[src/rtl/bram_rd_arbiter_pkg.sv]
// Shared types and limits for the two-requester BRAM read arbiter.
// Latency: n/a (types only); backpressure: n/a.
package bram_rd_arbiter_pkg;

    typedef enum logic [1:0] {
        IDLE  = 2'd0,
        ISSUE = 2'd1,
        DRAIN = 2'd2
    } arb_state_t;

    localparam int NUM_REQ        = 2;
    localparam int RD_LATENCY_MAX = 4;

endpackage

[src/rtl/bram_rd_lat_pipe.sv]
// Shift pipeline carrying valid/id/last tags alongside BRAM read data.
// Latency: DEPTH cycles; no backpressure, a tag advances every cycle.
module bram_rd_lat_pipe #(
    parameter int DEPTH = 1
) (
    input  logic clk,
    input  logic rst_n,
    input  logic in_vld,
    input  logic in_id,
    input  logic in_last,
    output logic out_vld,
    output logic out_id,
    output logic out_last
);

    logic [DEPTH-1:0] vld_sr;
    logic [DEPTH-1:0] id_sr;
    logic [DEPTH-1:0] last_sr;

    always_ff @(posedge clk or negedge rst_n) begin
        if (!rst_n) begin
            vld_sr  <= '0;
            id_sr   <= '0;
            last_sr <= '0;
        end else begin
            vld_sr[0]  <= in_vld;
            id_sr[0]   <= in_id;
            last_sr[0] <= in_last;
            for (int i = 1; i < DEPTH; i++) begin
                vld_sr[i]  <= vld_sr[i-1];
                id_sr[i]   <= id_sr[i-1];
                last_sr[i] <= last_sr[i-1];
            end
        end
    end

    assign out_vld  = vld_sr[DEPTH-1];
    assign out_id   = id_sr[DEPTH-1];
    assign out_last = last_sr[DEPTH-1];

endmodule

[src/rtl/bram_rd_arbiter.sv]
// Arbitrates two burst readers onto one read-only BRAM port; data returns RD_LATENCY+1 cycles after
// each beat address, bursts never stall. Round-robin when BRAM_RD_ARB_RR_EN is defined, else fixed priority.
module bram_rd_arbiter
    import bram_rd_arbiter_pkg::*;
#(
    parameter int RD_LATENCY = 1,
    parameter int ADDR_STEP  = 4,
    parameter int LEN_W      = 8
) (
    input  logic               clk,
    input  logic               rst_n,
    output logic               ram_clk,
    output logic               ram_rst,
    output logic               ram_en,
    output logic [3:0]         ram_we,
    output logic [31:0]        ram_wd_data,
    output logic [31:0]        ram_addr,
    input  logic [31:0]        ram_rd_data,
    input  logic [NUM_REQ-1:0] req,
    input  logic [31:0]        req_addr0,
    input  logic [31:0]        req_addr1,
    input  logic [LEN_W-1:0]   req_len0,
    input  logic [LEN_W-1:0]   req_len1,
    output logic [NUM_REQ-1:0] gnt,
    output logic [31:0]        rd_data,
    output logic               rd_valid,
    output logic               rd_id,
    output logic               rd_last,
    output logic [NUM_REQ-1:0] done
);

    localparam int PIPE_DEPTH = (RD_LATENCY > RD_LATENCY_MAX) ? RD_LATENCY_MAX :
                                (RD_LATENCY < 1) ? 1 : RD_LATENCY;
    localparam logic [31:0] STEP = 32'(ADDR_STEP);

    arb_state_t       state;
    logic [LEN_W-1:0] len_q;
    logic [LEN_W-1:0] beat_cnt;
    logic             cur_id;
    logic             win_id;
    logic [31:0]      win_addr;
    logic [LEN_W-1:0] win_len;
    logic             issue_last;
    logic             p_vld;
    logic             p_id;
    logic             p_last;

    assign ram_clk     = clk;
    assign ram_rst     = 1'b0;
    assign ram_we      = 4'h0;
    assign ram_wd_data = 32'h0;

`ifdef BRAM_RD_ARB_RR_EN
    logic rr_ptr;

    // rr_ptr names the requester that wins a tie; it flips to the loser at every grant.
    always_comb win_id = (req == 2'b11) ? rr_ptr : ~req[0];

    always_ff @(posedge clk or negedge rst_n) begin
        if (!rst_n) begin
            rr_ptr <= 1'b0;
        end else if (state == IDLE && |req) begin
            rr_ptr <= ~win_id;
        end
    end
`else
    always_comb win_id = ~req[0];
`endif

    assign win_addr   = win_id ? req_addr1 : req_addr0;
    assign win_len    = win_id ? req_len1  : req_len0;
    assign issue_last = (state == ISSUE) && (beat_cnt == len_q);

    always_ff @(posedge clk or negedge rst_n) begin
        if (!rst_n) begin
            state    <= IDLE;
            gnt      <= '0;
            ram_en   <= 1'b0;
            ram_addr <= '0;
            len_q    <= '0;
            beat_cnt <= '0;
            cur_id   <= 1'b0;
        end else begin
            case (state)
                IDLE: begin
                    if (|req) begin
                        state    <= ISSUE;
                        gnt      <= win_id ? 2'b10 : 2'b01;
                        cur_id   <= win_id;
                        ram_en   <= 1'b1;
                        ram_addr <= win_addr;
                        len_q    <= win_len;
                        beat_cnt <= '0;
                    end
                end
                ISSUE: begin
                    if (beat_cnt == len_q) begin
                        state    <= DRAIN;
                        ram_en   <= 1'b0;
                        ram_addr <= '0;
                    end else begin
                        ram_addr <= ram_addr + STEP;
                        beat_cnt <= beat_cnt + 1'b1;
                    end
                end
                DRAIN: begin
                    // Grant is held through the rd_last beat and dropped as we return to IDLE.
                    if (rd_valid && rd_last) begin
                        state <= IDLE;
                        gnt   <= '0;
                    end
                end
                default: state <= IDLE;
            endcase
        end
    end

    bram_rd_lat_pipe #(
        .DEPTH(PIPE_DEPTH)
    ) u_lat_pipe (
        .clk     (clk),
        .rst_n   (rst_n),
        .in_vld  (ram_en),
        .in_id   (cur_id),
        .in_last (issue_last),
        .out_vld (p_vld),
        .out_id  (p_id),
        .out_last(p_last)
    );

    // Pipe output lines up with ram_rd_data; this stage registers both together.
    always_ff @(posedge clk or negedge rst_n) begin
        if (!rst_n) begin
            rd_valid <= 1'b0;
            rd_id    <= 1'b0;
            rd_last  <= 1'b0;
            rd_data  <= '0;
            done     <= '0;
        end else begin
            rd_valid <= p_vld;
            rd_id    <= p_id;
            rd_last  <= p_vld & p_last;
            done     <= (p_vld && p_last) ? (p_id ? 2'b10 : 2'b01) : 2'b00;
            if (p_vld) begin
                rd_data <= ram_rd_data;
            end
        end
    end

endmodule

[config.mk]
export PLATFORM = sky130hd
export DESIGN_NAME = bram_rd_arbiter
export DESIGN_NICKNAME = d
export VERILOG_FILES = /design/src/rtl/bram_rd_arbiter_pkg.sv /design/src/rtl/bram_rd_lat_pipe.sv /design/src/rtl/bram_rd_arbiter.sv
export SDC_FILE = /design/constraint.sdc
export NUM_CORES = 1
export LEC_CHECK = 0
export CAP_MARGIN = 20
export CORE_ASPECT_RATIO = 1.75
export CORE_UTILIZATION = 46
export CTS_CLUSTER_DIAMETER = 120
export DETAILED_ROUTE_END_ITERATION = 7
export GPL_ROUTABILITY_DRIVEN = 0
export PLACE_DENSITY_LB_ADDON = 0.08
export SLEW_MARGIN = 0
export SYNTH_ARGS = -nofsm -noshare
export SYNTH_HDL_FRONTEND = slang
export SYNTH_SLANG_ARGS = --single-unit
[constraint.sdc]
create_clock -name clk -period 4.74 [get_ports clk]
set_clock_uncertainty 0.05 [all_clocks]
set_input_delay 0.948 -clock clk [delete_from_list [all_inputs] [get_ports clk]]
set_output_delay 0.948 -clock clk [all_outputs]
set_load 0.01 [all_outputs]
# --- After elaboration in Yosys (flattened, before gate mapping) ---
# Index checks and enable logic that the tools add are counted.
word_totals:
  word_cells: 59
  regBits: 94
  out_inout_bits: 110
op_classes:
  n_bitwise: 2
  reduce_logical: 13
  eq_ne: 7
  n_mux: 20
  addsub: 2
ops:
  columns: ["operator", "count"]
  rows:
  - ["$mux 32", 3]
  - ["$pmux 32 s2", 1]
  - ["$add 32x3->32 const B", 1]
  - ["$mux 8", 3]
  - ["$pmux 8 s2", 1]
  - ["$mux 2", 7]
  - ["$reduce_and 3->1", 4]
  - ["$add 8x1->8 const B", 1]
  - ["$eq 8x8->1", 1]
  - ["$ne 2x2->1 const B", 3]
  - ["$pmux 2 s3", 1]
  - ["$pmux 2 s2", 1]
  - ["$reduce_and 2->1", 2]
  - ["$reduce_bool 2->1", 2]
  - ["$logic_and 1x1->1", 3]
  - ["$eq 2x1->1 const B", 1]
  - ["$eq 2x2->1 const B", 1]
  - ["$logic_not 2->1", 1]
  - ["$mux 1", 2]
  - ["$ne 2x1->1 const B", 1]
  - ["$pmux 1 s2", 1]
  - ["$reduce_or 2->1", 1]
  - ["$and 1x1->1", 1]
  - ["$not 1->1", 1]

# --- Depth between registers and ports, before layout ---
# Gate-level depths: netlist of the first run.
depth:
  depth_word: 3
  mapped_depth: 7
  mapped_depth_nobuf: 6

# --- Cells and area by module ---
# From an unflattened synthesis of the first run, not the netlist that was laid out.
unflattened:
  cells_unflattened: 501
  area_unflattened_um2: 5180.0
by_module_without_submodules:
  columns: ["mod", "cells_per_inst", "n_inst", "area_each_um2", "seq_area_each_um2"]
  rows:
  - ["bram_rd_arbiter", 498, 1, 5104.9, 2277.2]
  - ["bram_rd_lat_pipe", 3, 1, 75.1, 75.1]

==> results of run 1 <==
==> registers in the layout, summed over array words and instances (netlist names), 2 cells and up <==
name	count
state	2
len_q	8
rd_data	32
beat_cnt	8
ram_addr	32
done	2
gnt	2
==> area by class of cell <==
cell class                      instances  area [sq um]  area share
Multi-Input combinational cell        366          2440       0.332
Sequential cell                        94          2350       0.320
Timing Repair Buffer                  193          1910       0.260
Clock buffer                           14           314      0.0427
Tap cell                              130           163      0.0221
Clock inverter                          6           115      0.0156
Inverter                               16          60.1     0.00816
==> worst min-delay path by stage <==
stage / slack, ns / endpoint
after floorplan: 0.30 / rd_valid
after detailed placement: 0.32 / u_lat_pipe.out_id
after CTS: 0.33 / u_lat_pipe.out_id
after global placement: 0.31 / u_lat_pipe.out_id
after global routing: 0.35 / u_lat_pipe.out_id
final: 0.33 / u_lat_pipe.out_id
==> cells by family (layout without fill, tap and decap cells) <==
group / Yosys count / in the layout / share of synthesized area
and+or+nand+nor: 124 / 124 / 0.121
AOI/OAI and AO/OA: 119 / 119 / 0.153
DFF: 94 / 94 / 0.459
buffers and inverters: 78 / 229 / 0.0899
muxes: 71 / 71 / 0.148
xor gates and xnor gates: 13 / 13 / 0.0222
adders and majority gates: 2 / 2 / 0.00489
other: 1 / 37 / 0.000732
==> cells in the mapped netlist, types with 2 or more instances <==
master	number
a2111oi_0	2
a211o_1	4
a211oi_1	2
a21o_1	3
a21oi_1	29
a221oi_1	3
a2bb2oi_1	6
a31oi_1	5
and2_1	4
and3_1	11
buf_2	11
buf_4	39
clkbuf_1	10
dfrtp_1	94
ha_1	2
inv_1	16
mux2_2	37
mux2i_1	34
nand2_1	36
nand3_1	18
nand4_1	8
nor2_1	28
nor2b_1	2
nor3_1	3
nor4_1	4
nor4_2	2
o21a_1	3
o21ai_0	35
o221a_2	4
o22a_1	2
o22ai_1	4
o2bb2a_1	2
o32a_1	4
o32ai_1	3
or3_1	2
xnor2_1	4
xor2_1	9
==> through the flow <==
stage	hold WS (ns)	area [sq um]	power (mW)	instances	setup WS, ns
after floorplan	0.302	5260	2.36	538	1.25
after global placement	0.314	6940	3.09	800	0.923
after detailed placement	0.319	6940	3.14	800	0.923
after CTS	0.334	7360	4.11	819	0.659
after global routing	0.347	7360	4.36	819	0.645
final	0.334	7360	4.09	819	0.664
==> worst reg2reg max path: stages (launching register included) <==
cell     delay [ns]
dfrtp_1        0.40
xor2_1         0.18
nor4_2         0.59
a21o_2         0.63
o21ai_0        0.20
a211o_1        0.34
==> where the power goes <==
group | switching (mW) | total [mW] | internal [mW]
clock | 0.335 | 0.976 | 0.641
combinational | 0.783 | 1.70 | 0.914
sequential | 0.309 | 1.41 | 1.10
total | 1.43 | 4.09 | 2.66
==> metal layers <==
layer  vias up  global-route usage  routed length, um  share of wire
li1       2098                   -                  -              -
met1      2137               0.277               5110           0.38
met2       186               0.431               7330           0.54
met3        24              0.0553                865          0.064
met4         0               0.103                305          0.022
met5         -                   0                  0              0
==> results.py, run 1 <==
metrics = {
    "power_and_ir_drop": {
        "leakage_nw": 3.24,
        "ir_drop_v": 0.000319,
        "powerDensity_mw_per_mm2": 555,
    },
    "floorplanning": {
        "core_sq_mm": 0.0108,
        "pin_count": 226,
        "chipWidth_um": 81.8,
        "rows": 50,
        "initial_utilization": 0.476,
        "die_area_sq_mm": 0.0116,
        "dieHeight_um": 142,
    },
    "hold_path": {
        "hp-class": "reg -> reg",
        "min-delay-start": "cur_id",
        "hold_path_depth": 0,
    },
    "clocking": {
        "clock_latency_ns": 0.46,
        "postCtsSetupBuffers": 0,
        "cts_tree": "done",
        "cts_resized": 0,
        "postCtsHoldBufs": 0,
        "cts.clk_slew.worst_paths_ns": 0.06,
    },
    "global_routing": {
        "antenna_found_initial": 0,
        "grt_pass1_wl_mm": 21.7,
        "grt_max_degree": 64,
        "grt-ovfl-total": 0,
        "grt_pass1_vias": 4458,
        "grt_use_total": 0.246,
    },
    "cells_and_area": {
        "nFillCells": 863,
        "syn2layout_area_growth_pct": 43.7,
        "final_cell_mix": "clkdlybuf4s50_1 (186), dfrtp_1 (94), mux2_2 (37), conb_1 (37), nand2_1 (36)",
        "layout_commonest_cell": "clkdlybuf4s50_1",
        "final_core_util": 0.684,
        "nets": 802,
        "n_antenna_cell": 0,
        "layout-drive-gt1-share": 0.106,
    },
    "sta": {
        "tightest_slew_ns": 1.09,
        "rsz0062_at_grt": "false",
        "hold_violations": 0,
        "finalSetupViolations": 0,
        "max_slew_margin": 0.271,
        "setup_tns_ns": 0,
        "slew_violations": 0,
    },
    "detailed_routing": {
        "wl_per_cell_um": 16.6,
        "dr_total_vias": 4445,
        "drt_first_pass_iters": 4,
        "antenna_left": 0,
        "route.detailed.drc": 0,
        "avgViaCountPerCell": 5.43,
        "drtIter0Drc": 163,
        "wl_mm": 13.6,
    },
    "synthesis": {
        "synth_top_area_frac": 0.459,
        "synth_area_leader_cell": "dfrtp_1",
        "yosysUniqueCellTypes": 54,
        "async_flop_share": 1.00,
        "postSynthCellCount": 502,
        "yosysWarnings": 0,
        "syn_area_per_cell_sq_um": 10.2,
        "synth.cell_area_sq_mm": 0.00512,
        "synth_edf_count": 0,
        "yosysSeqAreaShare": 0.459,
        "netlist_top_cells_area": "dfrtp_1 (46%), mux2_2 (8.1%), mux2i_1 (6.6%)",
        "synth_seq_cells": 94,
        "synthFlopType": "dfrtp_1",
    },
    "setup_path": {
        "critPathMaxStageDelay_ns": 0.46,
        "cpMostUsedCell": "clkbuf_16",
        "arrival_ns": 3.08,
        "start_kind": "clock port",
        "r2r-end": "ram_addr[8]",
        "crit_end": "ram_clk",
        "rr_startpoint": "len_q[7]",
        "rr_worst_depth": 5,
        "crit_path_top_delay_cell": "clkdlybuf4s50_1",
        "path_class": "clk -> out",
        "cp_max_fo": 2,
        "reg2reg_slack_ns": 2.25,
        "end_kind": "output pin",
        "crit_start": "clk",
        "crit_cells": 3,
        "cp_top_family": "buffers and inverters",
        "path_buf_inv": 3,
        "required_ns": 3.74,
        "crit_chain": "clkbuf_16, clkbuf_16, clkdlybuf4s50_1",
    },
    "status": {
        "status": "finished, final reports clean",
    },
    "place": {
        "io_buffers": 188,
        "dp_hpwl_mm": 10.1,
    },
    "flow_run": {
        "max-cap-violations": 0,
    },
}
No activity file was read; power rests on OpenSTA's default activity.
==> inputs of run 2 (changes only) <==
- CORE_UTILIZATION: 46 -> 47
- CTS_BUF_LIST: unset -> sky130_fd_sc_hd__clkbuf_4
==> results.py, run 2 (synthesized netlist as in run 1, its figures left out) <==
metrics = {
    "setup_path": {
        "cp_max_fo": 2,
        "path_class": "clk -> out",
        "start_kind": "clock port",
        "arrival_ns": 3.07,
        "required_ns": 3.74,
        "end_kind": "output pin",
    },
    "floorplanning": {
        "dieHeight_um": 140,
        "die_area_sq_mm": 0.0113,
        "initial_utilization": 0.481,
        "chipWidth_um": 80.9,
        "pin_count": 226,
        "rows": 50,
        "core_sq_mm": 0.0106,
    },
    "clocking": {
        "postCtsSetupBuffers": 0,
        "postCtsHoldBufs": 0,
        "clock_latency_ns": 0.55,
        "cts.clk_slew.worst_paths_ns": 0.17,
        "cts_resized": 0,
        "cts_tree": "done",
    },
    "sta": {
        "finalSetupViolations": 0,
        "worst_slack_ns": 0.671,
        "slew_violations": 0,
        "whs_ns": 0.347,
        "setup_tns_ns": 0,
        "rsz0062_at_grt": "false",
        "max_slew_margin": 0.469,
        "tightest_slew_ns": 0.797,
        "hold_violations": 0,
    },
    "cells_and_area": {
        "reg_top3": "ram_addr (32), rd_data (32)",
        "layout-drive-gt1-share": 0.109,
        "fin_area_sq_mm": 0.00710,
        "n_antenna_cell": 0,
        "nFillCells": 935,
        "final_core_util": 0.667,
        "final_cell_mix": "clkdlybuf4s50_1 (186), dfrtp_1 (94), mux2_2 (37), conb_1 (37), nand2_1 (36)",
        "syn2layout_area_growth_pct": 38.6,
        "nets": 803,
        "layout_commonest_cell": "clkdlybuf4s50_1",
    },
    "place": {
        "placedInstanceArea_sq_mm": 0.00694,
        "io_buffers": 188,
        "dp_hpwl_mm": 10.3,
        "place_ws_ns": 0.923,
    },
    "detailed_routing": {
        "route.detailed.drc": 0,
        "drt_first_pass_iters": 4,
        "antenna_left": 0,
        "wl_per_cell_um": 16.9,
        "avgViaCountPerCell": 5.50,
        "wl_mm": 13.8,
        "drtIter0Drc": 188,
        "dr_total_vias": 4506,
    },
    "flow_run": {
        "max-cap-violations": 0,
    },
    "global_routing": {
        "grt_pass1_vias": 4515,
        "grt_pass1_wl_mm": 22.1,
        "grt_use_total": 0.256,
        "antenna_found_initial": 0,
        "grt-ovfl-total": 0,
        "grt_max_degree": 63,
    },
    "power_and_ir_drop": {
        "leakage_nw": 3.13,
        "powerDensity_mw_per_mm2": 506,
        "ir_drop_v": 0.000260,
    },
    "hold_path": {
        "hp-class": "reg -> reg",
    },
    "status": {
        "status": "finished, final reports clean",
    },
}
==> run 2: changes by cell type in the layout (fill, tap and decap cells not counted) <==
cell        change
clkbuf_16      -12
clkbuf_4       +12
bufinv_16       -3
clkinv_4        +2
inv_8           +2
buf_4           +1
clkbuf_1        -1
clkinv_2        +1
clkinvlp_4      -1
==> run 2: power by group <==
| part | total [mW] | internal (mW) | switching, mW |
|---|---|---|---|
| clock | 0.476 | 0.163 | 0.313 |
| sequential | 1.41 | 1.10 | 0.311 |
| combinational | 1.71 | 0.916 | 0.791 |
| total | 3.59 | 2.18 | 1.42 |
==> run 2: layout make-up <==
cell class	instances	area [sq um]	share of cell area
Multi-Input combinational cell	366	2440	0.344
Sequential cell	94	2350	0.331
Timing Repair Buffer	194	1920	0.270
Tap cell	130	163	0.0229
Clock buffer	13	100	0.0141
Clock inverter	7	62.6	0.00882
Inverter	16	60.1	0.00846
==> run 2: worst paths after layout <==
| check | from | endpoint | slack (ns) | cells after the start |
|---|---|---|---|---|
| worst max-delay path | clk | ram_clk | 0.67 | 3 |
| worst min-delay path | cur_id | u_lat_pipe.out_id | 0.35 | 0 |
| worst max register to register | beat_cnt[3] | ram_addr[8] | 2.22 | 5 |
| worst min register to register | cur_id | u_lat_pipe.out_id | 0.35 | 0 |
| max in group asynchronous | rst_n | rd_data[9] | 3.28 | 2 |
| min in group asynchronous | rst_n | rd_data[14] | 0.42 | 1 |
==> run 2: per-stage QoR <==
step / power (mW) / instances
final: 3.59 / 820
after global routing: 3.86 / 820
after CTS: 3.62 / 819
after detailed placement: 3.16 / 800
after global placement: 3.09 / 800
after floorplan: 2.36 / 538
==> run 2: worst max-delay path: stages <==
cell and delay (ns):
clkbuf_4 0.11, clkbuf_4 0.12, clkdlybuf4s50_1 0.47
==> run 2: layer usage <==
metal,GRT usage,part of all wire,vias up
met5,0,0,-
met4,0.0968,0.018,0
met3,0.0567,0.055,18
met2,0.474,0.56,180
met1,0.270,0.37,2196
li1,-,-,2112
==> inputs of run 3 (changes only) <==
- SKIP_CTS_REPAIR_TIMING: unset -> 1
==> results of run 3 <==
The final DEF is identical to that of run 2; final timing and power are the same.
